[src/rtl/ncl_ring_tap.sv]
// ncl_ring_tap: clocked completion partner for one NCL ring stage, decoding dual-rail wavefronts into a 2-entry FIFO.
// Define NCL_TAP_STATS_EN to add period_min/period_max wavefront-period statistics.
module ncl_ring_tap #(
    parameter int SYNC_STAGES   = 2,
    parameter int STABLE_CYCLES = 2,
    parameter int TIMEOUT       = 1024
) (
    input  logic        clk,
    input  logic        init_n,
    input  logic [1:0]  z_in,
    output logic        acomp,
    input  logic        clr,
    output logic        out_bit,
    output logic        out_valid,
    input  logic        out_ready,
    output logic [15:0] wf_count,
    output logic        err_illegal,
`ifdef NCL_TAP_STATS_EN
    output logic [15:0] period_min,
    output logic [15:0] period_max,
`endif
    output logic        stall
);
    localparam int SW = $clog2(STABLE_CYCLES + 1);
    localparam int IW = $clog2(TIMEOUT + 1);
    typedef enum logic {WAIT_DATA, WAIT_NULL} state_t;
    state_t state_q, state_d;
    logic [SYNC_STAGES-1:0][1:0] sync_q, sync_d;
    logic [1:0] code, last_q, mem_q, mem_d;
    logic [SW-1:0] stab_q, stab_d;
    logic [IW-1:0] idle_q, idle_d;
    logic [15:0] wf_q, wf_d;
    logic [1:0] cnt_q, cnt_d;
    logic wp_q, wp_d, rp_q, rp_d, acomp_q, acomp_d, err_q, err_d, stall_q, stall_d;
    logic acc, is_data, push, pop;
    assign code    = sync_q[SYNC_STAGES-1];
    assign is_data = code[0] ^ code[1];
    assign pop     = out_valid & out_ready;
    // A code is accepted while it has stayed unchanged for STABLE_CYCLES synchronized samples.
    always_comb begin
        sync_d  = {sync_q[SYNC_STAGES-2:0], z_in};
        stab_d  = (code != last_q) ? SW'(1) : (stab_q == SW'(STABLE_CYCLES)) ? stab_q : stab_q + 1'b1;
        acc     = stab_d == SW'(STABLE_CYCLES);
        push    = state_q == WAIT_DATA && acc && is_data && (cnt_q != 2'd2 || pop);
        state_d = push ? WAIT_NULL : (state_q == WAIT_NULL && acc && code == 2'b00) ? WAIT_DATA : state_q;
        acomp_d = state_d == WAIT_NULL;
        mem_d   = mem_q;
        if (push) mem_d[wp_q] = code[1];
        wp_d    = wp_q ^ push;
        rp_d    = rp_q ^ pop;
        cnt_d   = cnt_q + {1'b0, push} - {1'b0, pop};
        wf_d    = clr ? 16'd0 : (push && wf_q != 16'hFFFF) ? wf_q + 16'd1 : wf_q;
        err_d   = clr ? 1'b0 : err_q | (acc & (&code));
        idle_d  = (clr || state_d != state_q) ? '0 : (idle_q == IW'(TIMEOUT)) ? idle_q : idle_q + 1'b1;
        stall_d = clr ? 1'b0 : stall_q | (idle_d == IW'(TIMEOUT));
    end
    always_ff @(posedge clk or negedge init_n) begin
        if (!init_n) begin
            sync_q  <= '0;
            last_q  <= 2'b00;
            stab_q  <= '0;
            state_q <= WAIT_DATA;
            acomp_q <= 1'b0;
            mem_q   <= 2'b00;
            wp_q    <= 1'b0;
            rp_q    <= 1'b0;
            cnt_q   <= 2'd0;
            wf_q    <= 16'd0;
            err_q   <= 1'b0;
            idle_q  <= '0;
            stall_q <= 1'b0;
        end else begin
            sync_q  <= sync_d;
            last_q  <= code;
            stab_q  <= stab_d;
            state_q <= state_d;
            acomp_q <= acomp_d;
            mem_q   <= mem_d;
            wp_q    <= wp_d;
            rp_q    <= rp_d;
            cnt_q   <= cnt_d;
            wf_q    <= wf_d;
            err_q   <= err_d;
            idle_q  <= idle_d;
            stall_q <= stall_d;
        end
    end
    assign acomp       = acomp_q;
    assign out_valid   = cnt_q != 2'd0;
    assign out_bit     = out_valid & mem_q[rp_q];
    assign wf_count    = wf_q;
    assign err_illegal = err_q;
    assign stall       = stall_q;
`ifdef NCL_TAP_STATS_EN
    logic [15:0] per_q, per_d, min_q, min_d, max_q, max_d, meas;
    logic started_q, started_d;
    // meas is the push-to-push distance in clocks, counting the current edge.
    always_comb begin
        meas      = (per_q == 16'hFFFF) ? per_q : per_q + 16'd1;
        per_d     = push ? 16'd0 : meas;
        started_d = clr ? 1'b0 : started_q | push;
        min_d     = clr ? 16'hFFFF : (push && started_q && meas < min_q) ? meas : min_q;
        max_d     = clr ? 16'd0 : (push && started_q && meas > max_q) ? meas : max_q;
    end
    always_ff @(posedge clk or negedge init_n) begin
        if (!init_n) begin
            per_q     <= 16'd0;
            started_q <= 1'b0;
            min_q     <= 16'hFFFF;
            max_q     <= 16'd0;
        end else begin
            per_q     <= per_d;
            started_q <= started_d;
            min_q     <= min_d;
            max_q     <= max_d;
        end
    end
    assign period_min = min_q;
    assign period_max = max_q;
`endif
endmodule
[config.mk]
export PLATFORM = sky130hd
export DESIGN_NAME = ncl_ring_tap
export DESIGN_NICKNAME = d
export VERILOG_FILES = /design/src/rtl/ncl_ring_tap.sv
export SDC_FILE = /design/constraint.sdc
export NUM_CORES = 1
export LEC_CHECK = 0
export CAP_MARGIN = 20
export CELL_PAD_IN_SITES_DETAIL_PLACEMENT = 1
export CELL_PAD_IN_SITES_GLOBAL_PLACEMENT = 2
export CORE_MARGIN = 10
export CORE_UTILIZATION = 38
export DETAILED_ROUTE_END_ITERATION = 7
export GPL_TIMING_DRIVEN = 0
export PLACE_DENSITY_LB_ADDON = 0.1
export SLEW_MARGIN = 25
export SYNTH_ARGS = -nofsm -noshare
export SYNTH_HDL_FRONTEND = slang
export SYNTH_SLANG_ARGS = --single-unit
[constraint.sdc]
create_clock -name clk -period 3.6 [get_ports clk]
set_input_delay 0.72 -clock clk [delete_from_list [all_inputs] [get_ports clk]]
set_output_delay 0.72 -clock clk [all_outputs]
set_load 0.005 [all_outputs]
==> results.md, run 1 <==
- Result of the run: finished clean
- Vias per inst: 5.28
- Clock Sinks: 44
- Number of register bits inferred by synthesis: 44
- Crit share post-route: approximately two thirds
- Port bufs: 26
- Type of the setup path with the least slack: input pin to flop
- Register-to-Register Path Depth: 8
- Worst r2r src: code[0]
- Root buf cell: sky130_fd_sc_hd__clkbuf_8
- Largest net degree at the start of global routing: 45
- End point of the critical path: cnt_q[1]
- Chain of cells forming the critical path: clkdlybuf4s50_1 > nor3b_1 > nor2_1 > nand2_1 > ha_1 > inv_1 > ha_1 > xnor2_1 > xnor2_1
- CTS-repair resized insts: 0
- Final layout net count: between 200 and 300
- Worst reg-to-reg setup slack: approximately 1.2 ns
- Post-route insts no fill: 338
- GRT Total Usage: 11.8%
- Area growth from synthesis to layout: 19.9%
- Area of the core: 5920 sq um
- Layout cells sized above 1: between 7 and 8%
- Antenna Cells: 0
- Post-Synthesis Mean Instance Area: ~10 sq um
- Max clock buf depth: 2
- Synth Instances: about 230
- Post-layout minimum cycle time: ~2.4 ns
- Wire length of the first global-routing pass: around 9500 microns
- Syn_nets: 245
- Storage element area: about 1100 sq um
- Via count of the first global-routing pass: between 1500 and 2000
- Area of the multi-input gates: between 1000 and 1500 sq um
- Site Rows: 28
- Maximum level of the CTS H-tree: 2
- Number of synthesis warnings: 0
- Worst hold path class: flop to flop
- Post-synthesis sequential area ratio: 47.7%
- Clock-pin slew on the worst setup and hold paths: about 0.09 ns
- Vertical die dimension: roughly 98 microns
- Capture instance of the worst register-to-register path: cnt_q[1]
- Post-detailed-route count of antenna-violating nets: 0
- Width of the chip: slightly below 100 microns
- Unrepaired setup endpoints after global routing: false
- Peak Freq: about 400 MHz
- Worst setup SP type: input pin
- Stages on worst setup path: 9
- Overflow after GRT: 0
- DIE AREA: about 9600 sq um
- Setup TNS: 0 ns
- Mapped cell area: 2310 sq um
- Biggest fanout along the worst timing path: 7
- Buffers & Inverters on Critical Path: 2
- Hold Fails Final Rpt: 0
- Pwr per Cell Area: about 440 nW/um^2
- Number of post-CTS setup repair buffers: 0
- Final Routed Wirelength: roughly 5500 microns
- Number of pins exceeding their max-slew limit in the final report: 0
- Worst setup path startpoint: out_ready
- Worst EP arrival: around 2.7 ns
- Async set-reset flop share out of synthesis: 100%
- Family with the most delay on the worst path: simple AND/OR/NAND/NOR gates
- Post-placement cell area: 2660 sq um
- Count of cell types in the netlist: 38
- Data required time of the worst path: between 3 and 4 ns
- Post-route clock skew: just under 0.007 ns
- Crit. End Element: flop
- Worst-case headroom to the max-slew limit: around three fifths
- Number of enable-type register cells in the synthesized netlist: 0
- Placed cell count: 330
- Worst IR drop on VDD: 0.000248 V
- Routed length per instance: between 15 and 20 microns
- Starting Density: 39.0%
- Layout fillers: between 600 and 700
- Total number of vias: approximately 1800
- Static leakage: roughly 1.1 nW
- Antenna violations before repair: 0
- Maximum single-stage delay on the critical path: 0.47 ns
- Number of buffers created by CTS: 5
- Final estimated routing congestion in global placement: 0.738
- Number of failing setup endpoints in the final timing report: 0
- First-iteration detailed-routing DRC count: between 50 and 60
- Power consumption: ~1.2 mW
- HPWL reported at the end of detailed placement: approximately 4000 microns
- Worst slew pin tran: roughly 0.57 ns
- Cell at the slowest stage of the critical path: sky130_fd_sc_hd__clkdlybuf4s50_1
- Hold buffers post-CTS: 0
- Final std cell area, no fill: 2770 sq um
- Number of I/O pins: 27
- Most used DFF post-synth: sky130_fd_sc_hd__dfrtp_1
- TritonCTS clock tree: built
- Hold slack: 0.357 ns
- Number of maximum-capacitance constraint violations: 0
- Skew-Pair Late Insertion Delay: ~0.30 ns
- DRC violations left: 0
- Detailed-routing iteration count for the pre-antenna-repair pass: 4
[cells in the mapped netlist, drive strengths merged, types with 4 or more instances]
cell | instances | area, sq um
mux2i | 4 | 40.0
o21ai | 5 | 25.0
nor2 | 22 | 82.6
o31ai | 8 | 60.1
or3 | 7 | 43.8
nand2 | 15 | 56.3
clkbuf | 5 | 18.8
dfrtp | 44 | 1100
inv | 15 | 56.3
xor2 | 6 | 52.6
nand4 | 6 | 37.5
mux2 | 4 | 45.0
ha | 10 | 125
a21oi | 17 | 85.1
xnor2 | 9 | 78.8
or4 | 9 | 67.6
nand3 | 6 | 35.0
[power breakdown]
part | switching, mW | internal (mW) | leakage (nW)
clock network | 0.178 | 0.206 | 0.0552
logic | 0.114 | 0.121 | 0.482
registers | 0.0409 | 0.547 | 0.579
total | 0.333 | 0.874 | 1.12
[worst min path at each step]
stage,start,end,slack (ns),cells after the start
2_1_floorplan,sync_d[2],code[0],0.33,0
3_3_place_gp,sync_d[3],code[1],0.33,0
3_5_place_dp,sync_d[3],code[1],0.34,0
4_1_cts,sync_d[3],code[1],0.36,0
5_1_grt,sync_d[3],code[1],0.37,0
6_report,sync_d[3],code[1],0.36,0
[cell usage in the layout, fill, tap and decap left out, types with 2 or more instances in the layout]
cell type / n
sky130_fd_sc_hd__dfrtp_1: 44
sky130_fd_sc_hd__clkdlybuf4s50_1: 25
sky130_fd_sc_hd__nor2_1: 22
sky130_fd_sc_hd__a21oi_1: 17
sky130_fd_sc_hd__inv_1: 15
sky130_fd_sc_hd__nand2_1: 15
sky130_fd_sc_hd__ha_1: 10
sky130_fd_sc_hd__or4_1: 9
sky130_fd_sc_hd__xnor2_1: 9
sky130_fd_sc_hd__o31ai_1: 8
sky130_fd_sc_hd__or3_1: 7
sky130_fd_sc_hd__xor2_1: 6
sky130_fd_sc_hd__nand4_1: 6
sky130_fd_sc_hd__clkbuf_1: 6
sky130_fd_sc_hd__o21ai_0: 5
sky130_fd_sc_hd__nand3_1: 5
sky130_fd_sc_hd__clkbuf_8: 5
sky130_fd_sc_hd__mux2i_1: 4
sky130_fd_sc_hd__mux2_2: 4
sky130_fd_sc_hd__and3_1: 3
sky130_fd_sc_hd__nand3b_1: 3
sky130_fd_sc_hd__nor3_1: 3
sky130_fd_sc_hd__o41ai_1: 3
sky130_fd_sc_hd__and2_1: 2
sky130_fd_sc_hd__nor4b_4: 2
sky130_fd_sc_hd__nor3b_1: 2
sky130_fd_sc_hd__nand2b_1: 2
sky130_fd_sc_hd__a21o_1: 2
sky130_fd_sc_hd__a211oi_1: 2
sky130_fd_sc_hd__or2_2: 2
sky130_fd_sc_hd__buf_2: 2
sky130_fd_sc_hd__or4b_2: 2
[per-layer routing]
metal	vias up	wire length [microns]	global-route usage [%]
met1	868	2760	16.0
met4	0	63	3.69
met3	8	262	3.95
met5	-	0	0
li1	885	-	-
met2	25	2410	17.1
[area by class of cell]
type                    instances  area share [%]
clock buffers                   6            2.62
clock inverters                 2            1.27
inverters                      15            2.04
flip-flops and latches         44            39.8
well taps                      75            3.39
multi-input cells             163            40.5
repair buffers                 26            9.32
plain buffers                   7            1.04
[flip-flops by register name (all words and copies together), names as in the netlist]
signal,cells
rp_q,1
code,2
idle_q,11
last_q,2
acomp,1
sync_d,2
stall,1
wf_count,16
stab_q,2
mem_q,2
cnt_q,2
err_illegal,1
wp_q,1
[worst reg2reg max path: stages (launching register included)]
cell	delay [ns]
sky130_fd_sc_hd__dfrtp_1	0.44
sky130_fd_sc_hd__xor2_1	0.23
sky130_fd_sc_hd__nor4b_4	0.53
sky130_fd_sc_hd__nand2_1	0.30
sky130_fd_sc_hd__ha_1	0.35
sky130_fd_sc_hd__inv_1	0.04
sky130_fd_sc_hd__ha_1	0.18
sky130_fd_sc_hd__xnor2_1	0.16
sky130_fd_sc_hd__xnor2_1	0.13
[stage by stage]
| stage | setup slack [ns] | utilization, % |
|---|---|---|
| 3_5_place_dp | 0.843 | 44.9 |
| 3_3_place_gp | 0.469 | 44.9 |
| 5_1_grt | 0.987 | 46.7 |
| 6_report | 1.17 | 46.7 |
| 4_1_cts | 1.12 | 46.7 |
| 2_1_floorplan | 1.52 | - |
[cells by family after synthesis]
logic type                 count (synthesis)  synth area share (%)
and+or+nand+nor                           90                  23.0
xor gates and xnor gates                  15                  5.69
adders and majority gates                 10                  5.42
DFF                                       44                  47.7
muxes                                      8                  3.69
AOI/OAI and AO/OA                         40                  10.8
buffers and inverters                     22                  3.69
Power figures use the tool's default switching activity.
==> run 2: changes to the inputs <==
--- a/config.mk
+++ b/config.mk
@@ -9,7 +9,7 @@
 export CELL_PAD_IN_SITES_DETAIL_PLACEMENT = 1
 export CELL_PAD_IN_SITES_GLOBAL_PLACEMENT = 2
 export CORE_MARGIN = 10
-export CORE_UTILIZATION = 38
+export CORE_UTILIZATION = 32
 export DETAILED_ROUTE_END_ITERATION = 7
 export GPL_TIMING_DRIVEN = 0
 export PLACE_DENSITY_LB_ADDON = 0.1
==> constraint.sdc (replaced) <==
create_clock -name clk -period 2.2 [get_ports clk]
set_input_delay 0.44 -clock clk [delete_from_list [all_inputs] [get_ports clk]]
set_output_delay 0.44 -clock clk [all_outputs]
set_load 0.005 [all_outputs]
==> results.md, run 2 (synthesis gave the netlist of run 1 again) <==
- Result of the run: finished clean
- Vias per inst: 4.97 (-5.9%)
- Data required time of the worst path: 2.43 ns (-1.40 ns)
- Final layout net count: 287 (+3.2%)
- Portion of total power attributed to sequential cells: 45.3% (-3.4 points)
- Crit. End Element: flop
- Skew-Pair Late Insertion Delay: 0.31 ns (about the same)
- Crit share post-route: between 90% and 100%
- Peak Freq: 475 MHz
- Pwr per Cell Area: 715 nW/um^2 (+64%)
- Sw Pwr: 582 uW (+75%)
- Hold Fails Final Rpt: 0 (unchanged)
- Logic gate share of total power: 21.5% (+2.1 points)
- Number of buffers created by CTS: 5 (unchanged)
- Area growth from synthesis to layout: 28.7%
- Vertical die dimension: 105 microns (+7.1%)
- Worst EP arrival: 2.33 ns (-0.33 ns)
- Worst-case headroom to the max-slew limit: 63.3% (+1.4 points)
- Largest net degree at the start of global routing: 22 (-51%)
- Unrepaired setup endpoints after global routing: true
- Post-layout minimum cycle time: between 2 and 2.5 ns
- Site Rows: 30 (+7.1%)
- Switching portion of total power: 27.4% (-0.17 points)
- Overflow after GRT: 0 (unchanged)
- Static leakage: 1.20 nW (+7.2%)
- Cell internal pwr: 1.54 mW (+76%)
- Worst IR drop on VDD: 0.000390 V (+57%)
- Worst slew pin tran: 0.551 ns (-0.0206 ns)
- Total number of vias: 1829 (+2.4%)
- Antenna Cells: 0 (unchanged)
- Worst setup SP type: flop
- Number of maximum-capacitance constraint violations: 0 (unchanged)
- Type of the setup path with the least slack: flop to flop
- Clock group share of total power: 33.2% (+1.3 points)
- DIE AREA: 11000 sq um (+15%)
- Hold slack: 0.361 ns (+0.00376 ns)
- Power consumption: 2.12 mW (+76%)
- Final Routed Wirelength: 5920 microns (+7.7%)
- Layout fillers: 797 (+18%)
- Routed length per instance: 16.1 microns (-1.1%)
- Maximum level of the CTS H-tree: 2 (unchanged)
- Area of the core: 6910 sq um (+17%)
- Cell depth of the worst hold path: 0 (unchanged)
- Final estimated routing congestion in global placement: 0.738 (about the same)
- Number of I/O pins: 27 (unchanged)
- Register-to-Register Path Depth: 6 (-2)
- Clock Sinks: 44 (unchanged)
- TritonCTS clock tree: built
- Port bufs: 26 (unchanged)
- DRC violations left: 0 (unchanged)
- Max clock buf depth: 2 (unchanged)
- Via count of the first global-routing pass: 2024 (+9.8%)
- Width of the chip: 105 microns (+7.1%)
- GRT Total Usage: 11.1% (-0.63 points)
- Top library cells by usage in the layout, fill and taps aside: 40 x sky130_fd_sc_hd__dfrtp_1, 25 x sky130_fd_sc_hd__clkdlybuf4s50_1, 21 x sky130_fd_sc_hd__nor2_1
- HPWL reported at the end of detailed placement: 4360 microns (+8.3%)
- Wire length of the first global-routing pass: 10200 microns (+7.7%)
- Clock-pin slew on the worst setup and hold paths: 0.09 ns (about the same)
- Starting Density: 33.4% (-5.6 points)
- Root buf cell: sky130_fd_sc_hd__clkbuf_8
- First-iteration detailed-routing DRC count: 29 (-49%)
- Post-route clock skew: 0.00631 ns (-0.000586 ns)
- Flip-flop count of the largest register, all copies and words added: 16 (unchanged)
- Worst hold path class: flop to flop
- Layout cells sized above 1: 15.1% (+7.1 points)
- Antenna violations before repair: 0 (unchanged)
- Number of failing setup endpoints in the final timing report: 0 (unchanged)
- Detailed-routing iteration count for the pre-antenna-repair pass: 4 (unchanged)
- Commonest non-fill, non-tap cell in the layout: sky130_fd_sc_hd__dfrtp_1
- Biggest fanout along the worst timing path: 4 (-3)
- Number of pins exceeding their max-slew limit in the final report: 0 (unchanged)
- Post-detailed-route count of antenna-violating nets: 0 (unchanged)
run 2: final timing paths:
kind | from | endpoint | slack (ns)
min | sync_d[2] | code[0] | 0.36
min in group asynchronous | init_n | wf_count[12] | 0.52
max in group asynchronous | init_n | wf_count[4] | 1.11
min reg2reg | sync_d[2] | code[0] | 0.36
max | code[0] | wf_count[12] | 0.1
max reg2reg | code[0] | wf_count[12] | 0.1
run 2: power by group through the flow:
stage / logic [mW] / registers [mW] / clock network [mW]
finish: 0.457 / 0.961 / 0.705
global route: 0.513 / 0.972 / 0.763
global placement: 0.387 / 0.976 / 0
floorplan: 0.241 / 0.962 / 0
detailed placement: 0.410 / 0.979 / 0
CTS: 0.436 / 0.962 / 0.726
run 2: area by class of cell:
type | count | area (sq um) | area share, %
plain buffers | 7 | 38.8 | 1.31
clock buffers | 7 | 96.3 | 3.24
clock inverters | 1 | 30.0 | 1.01
inverters | 15 | 56.3 | 1.90
multi-input cells | 163 | 1160 | 38.9
flip-flops and latches | 44 | 1110 | 37.3
well taps | 96 | 120 | 4.05
repair buffers | 35 | 365 | 12.3
run 2: metal layers:
layer | track usage (%) | routed length, microns
met5 | 0 | 0
met4 | 3.24 | 78
met3 | 3.19 | 181
met2 | 18.5 | 2890
met1 | 13.7 | 2770
run 2: what timing repair did:
action / in CTS / in global routing
resized for setup: 4 / 14
hold buffers: 1 / 0
setup buffers: 5 / 1
cloned: 0 / 0
pin swaps: 2 / 3
endpoints found under the hold margin: 8 / 0
setup endpoints to repair: 14 / 10
run 2: per-stage QoR:
step / TNS [ns] / cell area (sq um) / utilization [%] / setup WS [ns] / cells
6_report: 0 / 2970 / 43.0 / 0.0959 / 368
5_1_grt: -0.00886 / 2970 / 43.0 / -0.00542 / 368
4_1_cts: 0 / 2920 / 42.3 / 0.00641 / 367
3_5_place_dp: -1.98 / 2740 / 39.6 / -0.260 / 353
3_3_place_gp: -28.91 / 2690 / 38.9 / -0.619 / 351
2_1_floorplan: 0 / 2310 / - / 0.122 / 229
run 2: critical path: stages, from the launching register on:
cell and delay, ns:
sky130_fd_sc_hd__dfrtp_2 0.45, sky130_fd_sc_hd__xor2_2 0.20, sky130_fd_sc_hd__nor4b_4 0.28, sky130_fd_sc_hd__buf_4 0.17
sky130_fd_sc_hd__o211ai_1 0.11, sky130_fd_sc_hd__or4b_2 0.63, sky130_fd_sc_hd__a21oi_1 0.19
